## src/rtl/adder_wb_arb_pkg.sv

```systemverilog
// Shared types and constants for the adder Wishbone arbiter.
package adder_wb_arb_pkg;

    typedef enum logic [1:0] {
        StIdle  = 2'd0,
        StBusy  = 2'd1,
        StDrain = 2'd2
    } arb_state_e;

    localparam int unsigned DEFAULT_TIMEOUT_CYCLES = 16;

    function automatic int unsigned sel_width(input int unsigned data_width,
                                              input int unsigned granule);
        return data_width / granule;
    endfunction

endpackage

```

## src/rtl/adder_wb_rr_pick.sv

```systemverilog
// Combinational rotating-priority picker: first requester searching upward from last+1, mod N.
module adder_wb_rr_pick
    import adder_wb_arb_pkg::*;
#(
    parameter int unsigned  N  = 2,
    localparam int unsigned IW = (N > 1) ? $clog2(N) : 1
) (
    input  logic [N-1:0]  req,
    input  logic [IW-1:0] last,
    output logic          valid,
    output logic [N-1:0]  onehot,
    output logic [IW-1:0] idx
);

    always_comb begin
        int unsigned cand;
        cand   = 0;
        valid  = 1'b0;
        onehot = '0;
        idx    = '0;
        // Offset N wraps back to last itself, so it is searched with lowest priority.
        for (int unsigned k = 1; k <= N; k++) begin
            cand = (32'(last) + k) % N;
            if (!valid && req[IW'(cand)]) begin
                valid               = 1'b1;
                onehot[IW'(cand)]   = 1'b1;
                idx                 = IW'(cand);
            end
        end
    end

endmodule

```

## src/rtl/adder_wb_arbiter.sv

```systemverilog
// Round-robin per-tenure Wishbone arbiter in front of the adder slave.
// Optional hung-transfer watchdog enabled by defining ADDER_WB_ARB_TIMEOUT_EN.
module adder_wb_arbiter
    import adder_wb_arb_pkg::*;
#(
    parameter int unsigned  NUM_MASTERS    = 2,
    parameter int unsigned  ADDR_WIDTH     = 2,
    parameter int unsigned  DATA_WIDTH     = 32,
    parameter int unsigned  GRANULE        = 8,
    parameter int unsigned  TIMEOUT_CYCLES = DEFAULT_TIMEOUT_CYCLES,
    localparam int unsigned SEL_WIDTH      = sel_width(DATA_WIDTH, GRANULE)
) (
    input  logic                              clk_i,
    input  logic                              rst_i,
    input  logic [NUM_MASTERS-1:0]            m_cyc_i,
    input  logic [NUM_MASTERS-1:0]            m_stb_i,
    input  logic [NUM_MASTERS-1:0]            m_we_i,
    input  logic [NUM_MASTERS*ADDR_WIDTH-1:0] m_adr_i,
    input  logic [NUM_MASTERS*DATA_WIDTH-1:0] m_dat_i,
    input  logic [NUM_MASTERS*SEL_WIDTH-1:0]  m_sel_i,
    output logic [DATA_WIDTH-1:0]             m_dat_o,
    output logic [NUM_MASTERS-1:0]            m_ack_o,
    output logic [NUM_MASTERS-1:0]            m_err_o,
    output logic                              s_cyc_o,
    output logic                              s_stb_o,
    output logic                              s_we_o,
    output logic [ADDR_WIDTH-1:0]             s_adr_o,
    output logic [DATA_WIDTH-1:0]             s_dat_o,
    output logic [SEL_WIDTH-1:0]              s_sel_o,
    input  logic [DATA_WIDTH-1:0]             s_dat_i,
    input  logic                              s_ack_i,
    input  logic                              s_err_i,
    output logic [NUM_MASTERS-1:0]            gnt_o
);

    localparam int unsigned IDX_WIDTH = (NUM_MASTERS > 1) ? $clog2(NUM_MASTERS) : 1;

    arb_state_e             state_q, state_d;
    logic [NUM_MASTERS-1:0] gnt_q, gnt_d;
    logic [IDX_WIDTH-1:0]   gidx_q, gidx_d;
    logic [IDX_WIDTH-1:0]   last_q, last_d;

    logic                   pick_valid;
    logic [NUM_MASTERS-1:0] pick_onehot;
    logic [IDX_WIDTH-1:0]   pick_idx;

    logic [ADDR_WIDTH-1:0]  adr_arr [NUM_MASTERS];
    logic [DATA_WIDTH-1:0]  dat_arr [NUM_MASTERS];
    logic [SEL_WIDTH-1:0]   sel_arr [NUM_MASTERS];

    logic cyc_sel, stb_sel, busy, drive, timeout;

    for (genvar i = 0; i < NUM_MASTERS; i++) begin : g_unpack
        assign adr_arr[i] = m_adr_i[i*ADDR_WIDTH +: ADDR_WIDTH];
        assign dat_arr[i] = m_dat_i[i*DATA_WIDTH +: DATA_WIDTH];
        assign sel_arr[i] = m_sel_i[i*SEL_WIDTH +: SEL_WIDTH];
    end

    adder_wb_rr_pick #(
        .N (NUM_MASTERS)
    ) u_pick (
        .req    (m_cyc_i),
        .last   (last_q),
        .valid  (pick_valid),
        .onehot (pick_onehot),
        .idx    (pick_idx)
    );

    assign cyc_sel = m_cyc_i[gidx_q];
    assign stb_sel = m_stb_i[gidx_q];
    assign busy    = (state_q == StBusy);
    assign drive   = busy && !timeout;
    assign gnt_o   = gnt_q;

`ifdef ADDER_WB_ARB_TIMEOUT_EN
    localparam int unsigned CNT_WIDTH = $clog2(TIMEOUT_CYCLES + 1);

    logic [CNT_WIDTH-1:0] cnt_q, cnt_d;
    logic                 stalled;

    // A cyc drop in the expiry cycle means release, so cyc gates the timeout.
    assign stalled = stb_sel && !(s_ack_i || s_err_i);
    assign timeout = busy && cyc_sel && stalled &&
                     (cnt_q == CNT_WIDTH'(TIMEOUT_CYCLES - 1));

    always_comb begin
        cnt_d = '0;
        if (busy && (state_d == StBusy) && stalled) begin
            cnt_d = cnt_q + 1'b1;
        end
    end

    always_ff @(posedge clk_i or negedge rst_i) begin
        if (!rst_i) begin
            cnt_q <= '0;
        end else begin
            cnt_q <= cnt_d;
        end
    end
`else
    logic unused_timeout_cfg;
    assign unused_timeout_cfg = ^TIMEOUT_CYCLES;
    assign timeout            = 1'b0;
`endif

    always_ff @(posedge clk_i or negedge rst_i) begin
        if (!rst_i) begin
            state_q <= StIdle;
            gnt_q   <= '0;
            gidx_q  <= '0;
            last_q  <= IDX_WIDTH'(NUM_MASTERS - 1);
        end else begin
            state_q <= state_d;
            gnt_q   <= gnt_d;
            gidx_q  <= gidx_d;
            last_q  <= last_d;
        end
    end

    always_comb begin
        state_d = state_q;
        gnt_d   = gnt_q;
        gidx_d  = gidx_q;
        last_d  = last_q;
        unique case (state_q)
            StIdle: begin
                if (pick_valid) begin
                    gnt_d   = pick_onehot;
                    gidx_d  = pick_idx;
                    state_d = StBusy;
                end
            end
            StBusy: begin
                if (!cyc_sel) begin
                    state_d = StIdle;
                    gnt_d   = '0;
                    last_d  = gidx_q;
                end else if (timeout) begin
                    state_d = StDrain;
                end
            end
`ifdef ADDER_WB_ARB_TIMEOUT_EN
            StDrain: begin
                if (!cyc_sel) begin
                    state_d = StIdle;
                    gnt_d   = '0;
                    last_d  = gidx_q;
                end
            end
`endif
            default: begin
                state_d = StIdle;
                gnt_d   = '0;
            end
        endcase
    end

    always_comb begin
        s_cyc_o = 1'b0;
        s_stb_o = 1'b0;
        s_we_o  = 1'b0;
        s_adr_o = '0;
        s_dat_o = '0;
        s_sel_o = '0;
        m_dat_o = '0;
        m_ack_o = '0;
        m_err_o = '0;
        if (drive) begin
            s_cyc_o = cyc_sel;
            s_stb_o = stb_sel;
            s_we_o  = m_we_i[gidx_q];
            s_adr_o = adr_arr[gidx_q];
            s_dat_o = dat_arr[gidx_q];
            s_sel_o = sel_arr[gidx_q];
        end
        if (busy) begin
            m_dat_o          = s_dat_i;
            m_ack_o[gidx_q]  = s_ack_i & cyc_sel & stb_sel;
            m_err_o[gidx_q]  = (s_err_i & cyc_sel & stb_sel) | timeout;
        end
    end

endmodule

```

## config.mk

```make
export PLATFORM = sky130hd
export DESIGN_NAME = adder_wb_arbiter
export DESIGN_NICKNAME = d
export VERILOG_FILES = /design/src/rtl/adder_wb_arb_pkg.sv /design/src/rtl/adder_wb_rr_pick.sv /design/src/rtl/adder_wb_arbiter.sv
export SDC_FILE = /design/constraint.sdc
export NUM_CORES = 1
export LEC_CHECK = 0
export CORE_UTILIZATION = 23
export DETAILED_ROUTE_END_ITERATION = 10
export PLACE_DENSITY_LB_ADDON = 0.25
export RECOVER_POWER = 25
export REMOVE_ABC_BUFFERS = 1
export SLEW_MARGIN = 20
export SYNTH_ARGS = -nofsm -noshare
export SYNTH_HDL_FRONTEND = slang
export SYNTH_HIERARCHICAL = 1
export SYNTH_SLANG_ARGS = --single-unit
```

## constraint.sdc

```tcl
create_clock -name clk_i -period 1.6 [get_ports clk_i]
set_input_delay 0.48 -clock clk_i [delete_from_list [all_inputs] [get_ports clk_i]]
set_output_delay 0.48 -clock clk_i [all_outputs]
set_load 0.02 [all_outputs]
```

; ---- Word level (Yosys, flattened, before mapping)
; Cells that the tools add are included.
[classes]
magnitude_cmp = 7
muxes = 45
eq_ne = 3
reduce_logical = 9
bitwise = 9
n_addsub = 2
[ops]
columns = op, count
row1 = $mux 32, 5
row2 = $mux 2, 11
row3 = $mux 1, 20
row4 = $mux 4, 4
row5 = $pmux 2 s2, 2
row6 = $lt 1x2->1 const B, 3
row7 = $reduce_and 2->1, 3
row8 = $and 1x1->1, 4
row9 = $and 2x2->2, 2
row10 = $logic_and 1x1->1, 4
row11 = $ne 2x2->1 const B, 2
row12 = $demux 1 s1, 3
row13 = $ge 1x1->1 const B, 3
row14 = $add 1x1->1 const B, 2
row15 = $eq 2x1->1 const B, 1
row16 = $ge 2x2->1 const B, 1
row17 = $logic_not 2->1, 1
row18 = $not 1->2, 1
row19 = $or 2x2->2, 1
row20 = $logic_not 1->1, 1
row21 = $not 1->1, 1
[totals]
regBits = 6
output_inout_bits = 79

; ---- Longest topological paths before layout
[logic_depth]
ltp_word = 10
depth_mapped = 4

; ---- Cells and area by module
; The synthesis kept the hierarchy.
[by_module_without_submodules]
columns = module, instances, seq_area_each_um2, cells_each, area_each_um2
row1 = adder_wb_arbiter, 1, 126.4, 152, 1219.9
row2 = adder_wb_rr_pick, 1, 0.0, 5, 32.5

; ---- Least setup slack after synthesis
; OpenSTA, ideal clock, no wires.
[synth_path]
path_kind = register to output
start = register gidx_q
end = output s_adr_o[0]
arrival_ns = 1.068
slack_ns = 0.052
stages_incl_launch_ff = 5
cell_sequence = dfrtp_1 -> buf_6 -> buf_6 -> mux2i_1 -> nor2b_1
[synth_between]
elab_chain_cells = 5
[synth_rtl]
columns = item, line
row1 = start: declaration, adder_wb_arbiter.sv:40  ; logic [IDX_WIDTH-1:0] gidx_q, gidx_d;
row2 = start signal: assignment, adder_wb_arbiter.sv:115  ; gidx_q <= gidx_d;
row3 = $not 1->2 (not written as such), adder_wb_arbiter.sv:172  ; s_adr_o = adr_arr[gidx_q];
row4 = $mux 2 (not written as such) (3 in series), adder_wb_arbiter.sv:172
row5 = $mux 2, adder_wb_arbiter.sv:168  ; if (drive) begin
row6 = end: declaration, adder_wb_arbiter.sv:27  ; output logic [ADDR_WIDTH-1:0] s_adr_o,
; Every way passes these cells. The select of a mux whose other input is x is not followed.

; ---- Worst setup path after layout
[layout_path]
start = register gidx_q
end = output m_err_o[0]
[layout_between]
elab_chain_cells = 6
elab_cells_between_ends = 13
classes_between = order compare: 2 / mux: 7 / bitwise: 3 / reduce/logical: 1
[layout_rtl]
columns = item, line
row1 = "$lt 1x2->1 (not written as such), or another cell as far along", adder_wb_arbiter.sv:179  ; m_err_o[gidx_q] = (s_err_i & cyc_sel & stb_sel) | timeout;
row2 = $logic_and 1x1->1 (not written as such) / $mux 1 (equally long branches), "adder_wb_arbiter.sv:179, adder_wb_arbiter.sv:69"
row3 = $mux 1 (not written as such) / $and 1x1->1 (equally long branches), adder_wb_arbiter.sv:179
row4 = $demux 1 s1 / $and 1x1->1 (equally long branches), adder_wb_arbiter.sv:179
row5 = $and 2x2->2 (no line) (*), n/a
row6 = $mux 2 (*), adder_wb_arbiter.sv:176  ; if (busy) begin
row7 = end: declaration, adder_wb_arbiter.sv:23  ; output logic [NUM_MASTERS-1:0] m_err_o,
; Every way passes the cells marked *; elsewhere a longest branch is shown, timed or not. The select of a mux whose other input is x is not followed.

==> impl_metrics.toml <==
[finish]
seqCellArea_um2 = 129
fillers = 447
final_cell_mix = "88 x clkdlybuf4s50_1, 43 x mux2i_1, 41 x nor2b_1, 40 x buf_6, 35 x buf_4"
final_common_cell = "clkdlybuf4s50_1"
multiInputGateArea_um2 = 1090
n_antenna_cell = 0
syn_to_final_growth_pct = 178
fin_nets = 484
layout-drive-gt1-share_pct = 37.3
finish.utilization_pct = 67.3

[floorplan]
die-area_um2 = 5740
io_pins = 197
floorplan.rows = 26
die_h_um = 75.8
initial_core_util_pct = 24.2
coreArea_um2 = 5170
die_x_um = 75.8

[timing]
fin_crit_ps = 1830
rsz0062_at_grt = "yes"
slew_violations = 0
max-slew-margin-rel_pct = 84.1
setup_violations = 64
fmax_mhz = 547
fin_crit_sh_pct = 114
finClkSkew_ps = 1.18
layout_setup_ws_ps = -228
hold_violations = 0
worst_pin_slew_ps = 237

[global_route]
grt_pass1_wl_mm = 8.23
grt_start_max_net_pins = 18
grt_pass1_vias = 1718
grt_usage_pct = 19.0
antenna_found_initial = 0
overflow = 0

[pwr]
power.leakage_uw = 0.00175
powerDensity_nw_per_um2 = 1500
finalPower_uw = 5210
ir_worst_vdd_uv = 1230

[worst_setup_path]
crit_top_cell = "buf_6"
crit_path_top_delay_cell = "dfrtp_2"
critPathMaxStageDelay_ps = 460
r2r_end = "state_q[0]$_DFFE_PN0P_"
end_kind = "output port"
arrival_ps = 1350
cp_cell_sequence = "buf_6 -> and4b_1 -> and2_1 -> buf_6"
required_ps = 1120
ff2ff_path_depth = 5
r2r-start = "gidx_q$_DFFE_PN0P_"
criticalPathCategory = "flip-flop to output port"
crit_fanout = 5
r2r_slack_ps = 250
cp-start-kind = "flip-flop"

[outcome]
violations = "negative setup slack"
status = "finished, violations left"

[logic_synthesis]
synth_area_leaders = "mux2i_1 34%, nor2b_1 20%, and2_1 17%, dfrtp_1 8.0%, buf_6 4.5%"
ys_types = 21
synth-xor-area-share_pct = 0
synth_simple_gate_area_share_pct = 41.9
synth-adder-area-share_pct = 0
synthDominantCellAreaShare_pct = 34.4
synth-compound-area-share_pct = 4.00
netlist_area_um2 = 1250
synth_top_area_cell = "mux2i_1"
seq_area_frac_synth_pct = 10.1
synthMuxAreaShare_pct = 35.3
postSynthAreaPerCell_um2 = 7.98
synthCells = 157
synth_top_family_by_area = "simple AND/OR/NAND/NOR gates"
ys_seq_elements = 5
yosys_warnings = 6

[min_path]
holdPathStages = 1
hold_path_class = "flip-flop to flip-flop"
hold_end = "gnt_o[0]$_DFFE_PN0P_"
hold_start = "gnt_o[0]$_DFFE_PN0P_"

[detailed_routing]
num_vias = 1856
firstDrtPassIters = 3
wl_per_cell_um = 14.1
viasPerCell = 4.27
drt_iter0_markers = 21
drc = 0
postRouteAntennaNets = 0
finalWirelength_mm = 6.13

[placed_design]
io_buffers = 196
hpwl_mm = 4.88
gp_congestion = 0.782

[clocking]
cts_made_buffers = 3
cts.hold.buffers_added = 0
h-tree-depth = 1
cts_root_buffer = "clkbuf_8"
clock_latency_ps = 220
cts_tree = "yes"
cts.sinks = 5
clockBufferDepth = 2
clkTransAtPathRegs_ps = 30

[job]
cap_violations = 0
area by class of cell:
type | instances | share of cell area [%]
Clock buffer | 4 | 1.29
Inverter | 4 | 0.431
Multi-Input combinational cell | 135 | 31.4
Sequential cell | 5 | 3.70
Tap cell | 70 | 2.52
Timing Repair Buffer | 217 | 60.7
flip-flops by register name, indices dropped and copies added (netlist names):
register	cells
state_q	1
gnt_o	2
gidx_q	1
last_q	1
cell families after synthesis:
logic type / count (synthesis)
buf+inv: 17
simple gates: 84
compound gates: 7
flops: 5
mux: 44
metrics by stage:
step	hold WS (ps)	std cells	TNS, ps	setup slack (ps)	area (µm²)
final	530	435	-8660	-228	3480
after detailed placement	519	424	-45960	-774	3340
after global routing	555	435	-12470	-281	3480
after global placement	525	424	-45040	-758	3340
after floorplan	184	144	-55110	-1010	1160
after CTS	478	435	-12140	-371	3430
timing repair:
action / in CTS / in global routing
gates cloned: 3 / 1
resized for setup: 444 / 40
pin swaps: 15 / 2
endpoints found under the setup margin: 81 / 76
setup buffers: 4 / 3
how the worst max path moves through the flow:
stage	start	to	cells after the start	slack, ps
2_1_floorplan	gidx_q$_DFFE_PN0P_	m_ack_o[1]	2	-1010
3_3_place_gp	m_cyc_i[0]	m_ack_o[0]	4	-760
3_5_place_dp	m_cyc_i[0]	m_err_o[0]	4	-770
4_1_cts	gidx_q$_DFFE_PN0P_	s_dat_o[30]	4	-370
5_1_grt	gidx_q$_DFFE_PN0P_	m_err_o[0]	4	-280
6_report	gidx_q$_DFFE_PN0P_	m_err_o[0]	4	-230
worst max-delay path: cells and delay by family, from the launching register on:
| family | cells | cell delay [ps] |
|---|---|---|
| flip-flops | 1 | 460 |
| AND/OR/NAND/NOR | 2 | 400 |
| buffers and inverters | 2 | 270 |
where the power goes:
| group | switching [µW] | leakage [µW] | internal, µW |
|---|---|---|---|
| combinational | 2180 | 0.00167 | 2510 |
| sequential | 90.2 | 0.0000581 | 198 |
| clock | 62.3 | 0.0000228 | 171 |
synth_stat cells:
cell type and number:
nand2b_1 1, clkbuf_1 3, buf_4 1, a21boi_0 2, mux2i_1 43, buf_6 5
buf_2 4, nand4_1 1, and4b_1 1, nor2_1 3, inv_1 4, dfstp_2 1
o2bb2ai_1 2, nor2b_1 41, or2_1 2, and2_1 34, nor2b_2 1, a21oi_1 2
dfrtp_1 4, a21boi_1 1, mux2_2 1
metal layers:
layer / global-route usage [%] / up-vias / part of all wire (%) / routed length, µm
li1: - / 931 / - / -
met1: 19.5 / 820 / 33 / 2030
met2: 37.7 / 91 / 55 / 3370
met3: 4.37 / 14 / 9.9 / 606
met4: 5.76 / 0 / 2.0 / 123
met5: 0 / - / 0 / 0
No activity file was read; power rests on OpenSTA's default activity.
==> patch, RTL diff (same settings) <==
The option `ADDER_WB_ARB_TIMEOUT_EN` is turned on by a define.
--- a/src/rtl/adder_wb_arbiter.sv
+++ b/src/rtl/adder_wb_arbiter.sv
@@ -1,4 +1,6 @@
 // Round-robin per-tenure Wishbone arbiter in front of the adder slave.
 // Optional hung-transfer watchdog enabled by defining ADDER_WB_ARB_TIMEOUT_EN.
+`define ADDER_WB_ARB_TIMEOUT_EN
+
 module adder_wb_arbiter
     import adder_wb_arb_pkg::*;
Formal check against the unedited RTL: no difference found for any inputs over 10 cycles, from zero or initial values and one cycle with rst_i low; that may be too few to reach the edited logic, so the function may still have changed.
==> patch against the original RTL <==
- the flow finishes with violations (design-rule violations, negative setup slack)
- synthesized area rose by 25%
- setup slack worse by 0.78 ns
- critical path depth grew 5
- cell count grew 21%
- sequential cell count is 6 higher
- total power grew 55%
- wire length rose by 47%
- global-route usage is 4.1 points higher
- design area grew 43%
- critical path type unchanged
- largest cell class unchanged
==> patch: results (changes against the original RTL) <==
The tools report the final wirelength as 8997 um (+47%). The number of filler cells placed in the layout was 458 (+2.5%). The final clock skew was 0.004246 ns (+0.003068 ns). The final reports fail on design-rule violations, negative setup slack. Routability congestion estimate: 0.8506 (+8.8%). The share of post-route cells with drive strength above 1 works out to 0.5400 (+0.1674). The tools report the number of global-route vias before repair as 2,529 (+47%). The static leakage power was 2.177 nW (+25%); the distinct cell type count after synthesis was 36 (+71%). The pin count of the biggest net entering global routing was 16 (-2). The data arrival at the endpoint of the critical path is 2.13 ns (+0.78 ns), and the clock network latency to the later pin of the worst-skew pair is 0.24 ns (+0.02 ns).

The wire length of the first global-routing pass was 12,920 um (+57%). The sum of net half-perimeters after detailed placement is 5726 um (+17%), and the detail-routed via count per cell is 4.708 (+10%). The final worst slack is -1.012 ns (-0.7840 ns).

The placement-stage cell area is 3745 um^2 (+12%), and the starting DRC count in detailed routing is 82 (+290%). For the worst max-slew margin expressed relative to the limit, the log shows 0.6767 (-0.1648). The final-layout setup total negative slack is -58.61 ns (-49.95 ns), and the overall fraction of global-route tracks in use is 0.2313 (+0.04101). Counting instances in the post-synthesis netlist gives the leading cell types as sky130_fd_sc_hd__nor2_1, sky130_fd_sc_hd__mux2i_1, sky130_fd_sc_hd__and2_1. The run finished, with violations left. The flip-flop count of the largest register after layout is 5 (+3), and the clock-pin transition on the worst setup and hold timing paths is 0.05 ns (+0.02 ns).

The count of final setup violators is 84 (+31%). The tools report the worst IR drop on VDD as 0.8812 mV (-28%). The final net count came out at 575 (+19%). The number of DRC violations after detailed routing came out at 15 (+15).
==> patch: changes by cell type after synthesis, sizes merged, moves of 3 or more <==
cell   delta
ha        +6
nand2     +6
nor2     +46
inv       +6
nor2b    -42
nor4      +4
dfrtp     +6
nand3     +3
==> patch: metal layers <==
layer,wire length [um],GRT usage,up-vias
met5,0,0,-
met4,155,0.05085,0
met3,618,0.04818,15
met2,5028,0.4680,125
met1,3195,0.2424,1162
li1,-,-,1179
==> patch: layout make-up <==
type,instances,area share
clock buffers,4,0.009027
inverters,10,0.007523
multi-input cells,167,0.3445
flip-flops and latches,11,0.05567
well taps,77,0.01931
repair buffers,258,0.5639
==> patch: final timing paths <==
path	start	end	slack [ns]	cells past startpoint
max in group asynchronous	rst_i	gidx_q	0.60	1
worst min-delay path	last_q	last_q	0.52	2
min in group asynchronous	rst_i	cnt_q[0]	0.64	1
worst max-delay path	cnt_q[0]	s_dat_o[2]	-1.01	9
worst max register to register	cnt_q[0]	cnt_q[1]	-0.67	11
worst min register to register	last_q	last_q	0.52	2
==> patch: report_power, final <==
group / leakage, nW / internal, mW / switching (mW) / total, mW
sequential: 0.144 / 0.354 / 0.0576 / 0.411
clock: 0.0228 / 0.174 / 0.0960 / 0.270
combinational: 2.01 / 3.97 / 3.42 / 7.40
==> patch: cell families after synthesis <==
kind of cell	after synthesis	share of synthesized area
compound gates	16	0.08326
simple gates	101	0.3451
xor+xnor	2	0.01121
mux	42	0.2698
buf+inv	23	0.06565
fa+ha+maj	6	0.04804
flops	11	0.1769
==> patch: repair_timing <==
action,CTS,global route
buffers inserted,15,18
hold buffers,0,0
resized for setup,579,81
endpoints found under the setup margin,89,87
pin swaps,33,26
cloned,9,1
==> patch: critical path: stages, from the launching register on <==
cell	delay (ns)
sky130_fd_sc_hd__dfrtp_1	0.38
sky130_fd_sc_hd__ha_2	0.19
sky130_fd_sc_hd__and3_4	0.18
sky130_fd_sc_hd__ha_4	0.15
sky130_fd_sc_hd__and4bb_2	0.23
sky130_fd_sc_hd__a21bo_4	0.22
sky130_fd_sc_hd__nand2_8	0.12
sky130_fd_sc_hd__clkbuf_16	0.20
sky130_fd_sc_hd__nor2_4	0.10
sky130_fd_sc_hd__buf_6	0.12
==> patch: through the flow <==
step | utilization | total power, mW | setup slack, ns | cells
floorplan | - | 2.734 | -1.893 | 188
global placement | 0.5798 | 4.813 | -1.339 | 486
detailed placement | 0.5798 | 4.869 | -1.401 | 486
CTS | 0.7203 | 7.374 | -0.9844 | 513
global route | 0.7726 | 8.460 | -1.085 | 527
finish | 0.7726 | 8.081 | -1.012 | 527
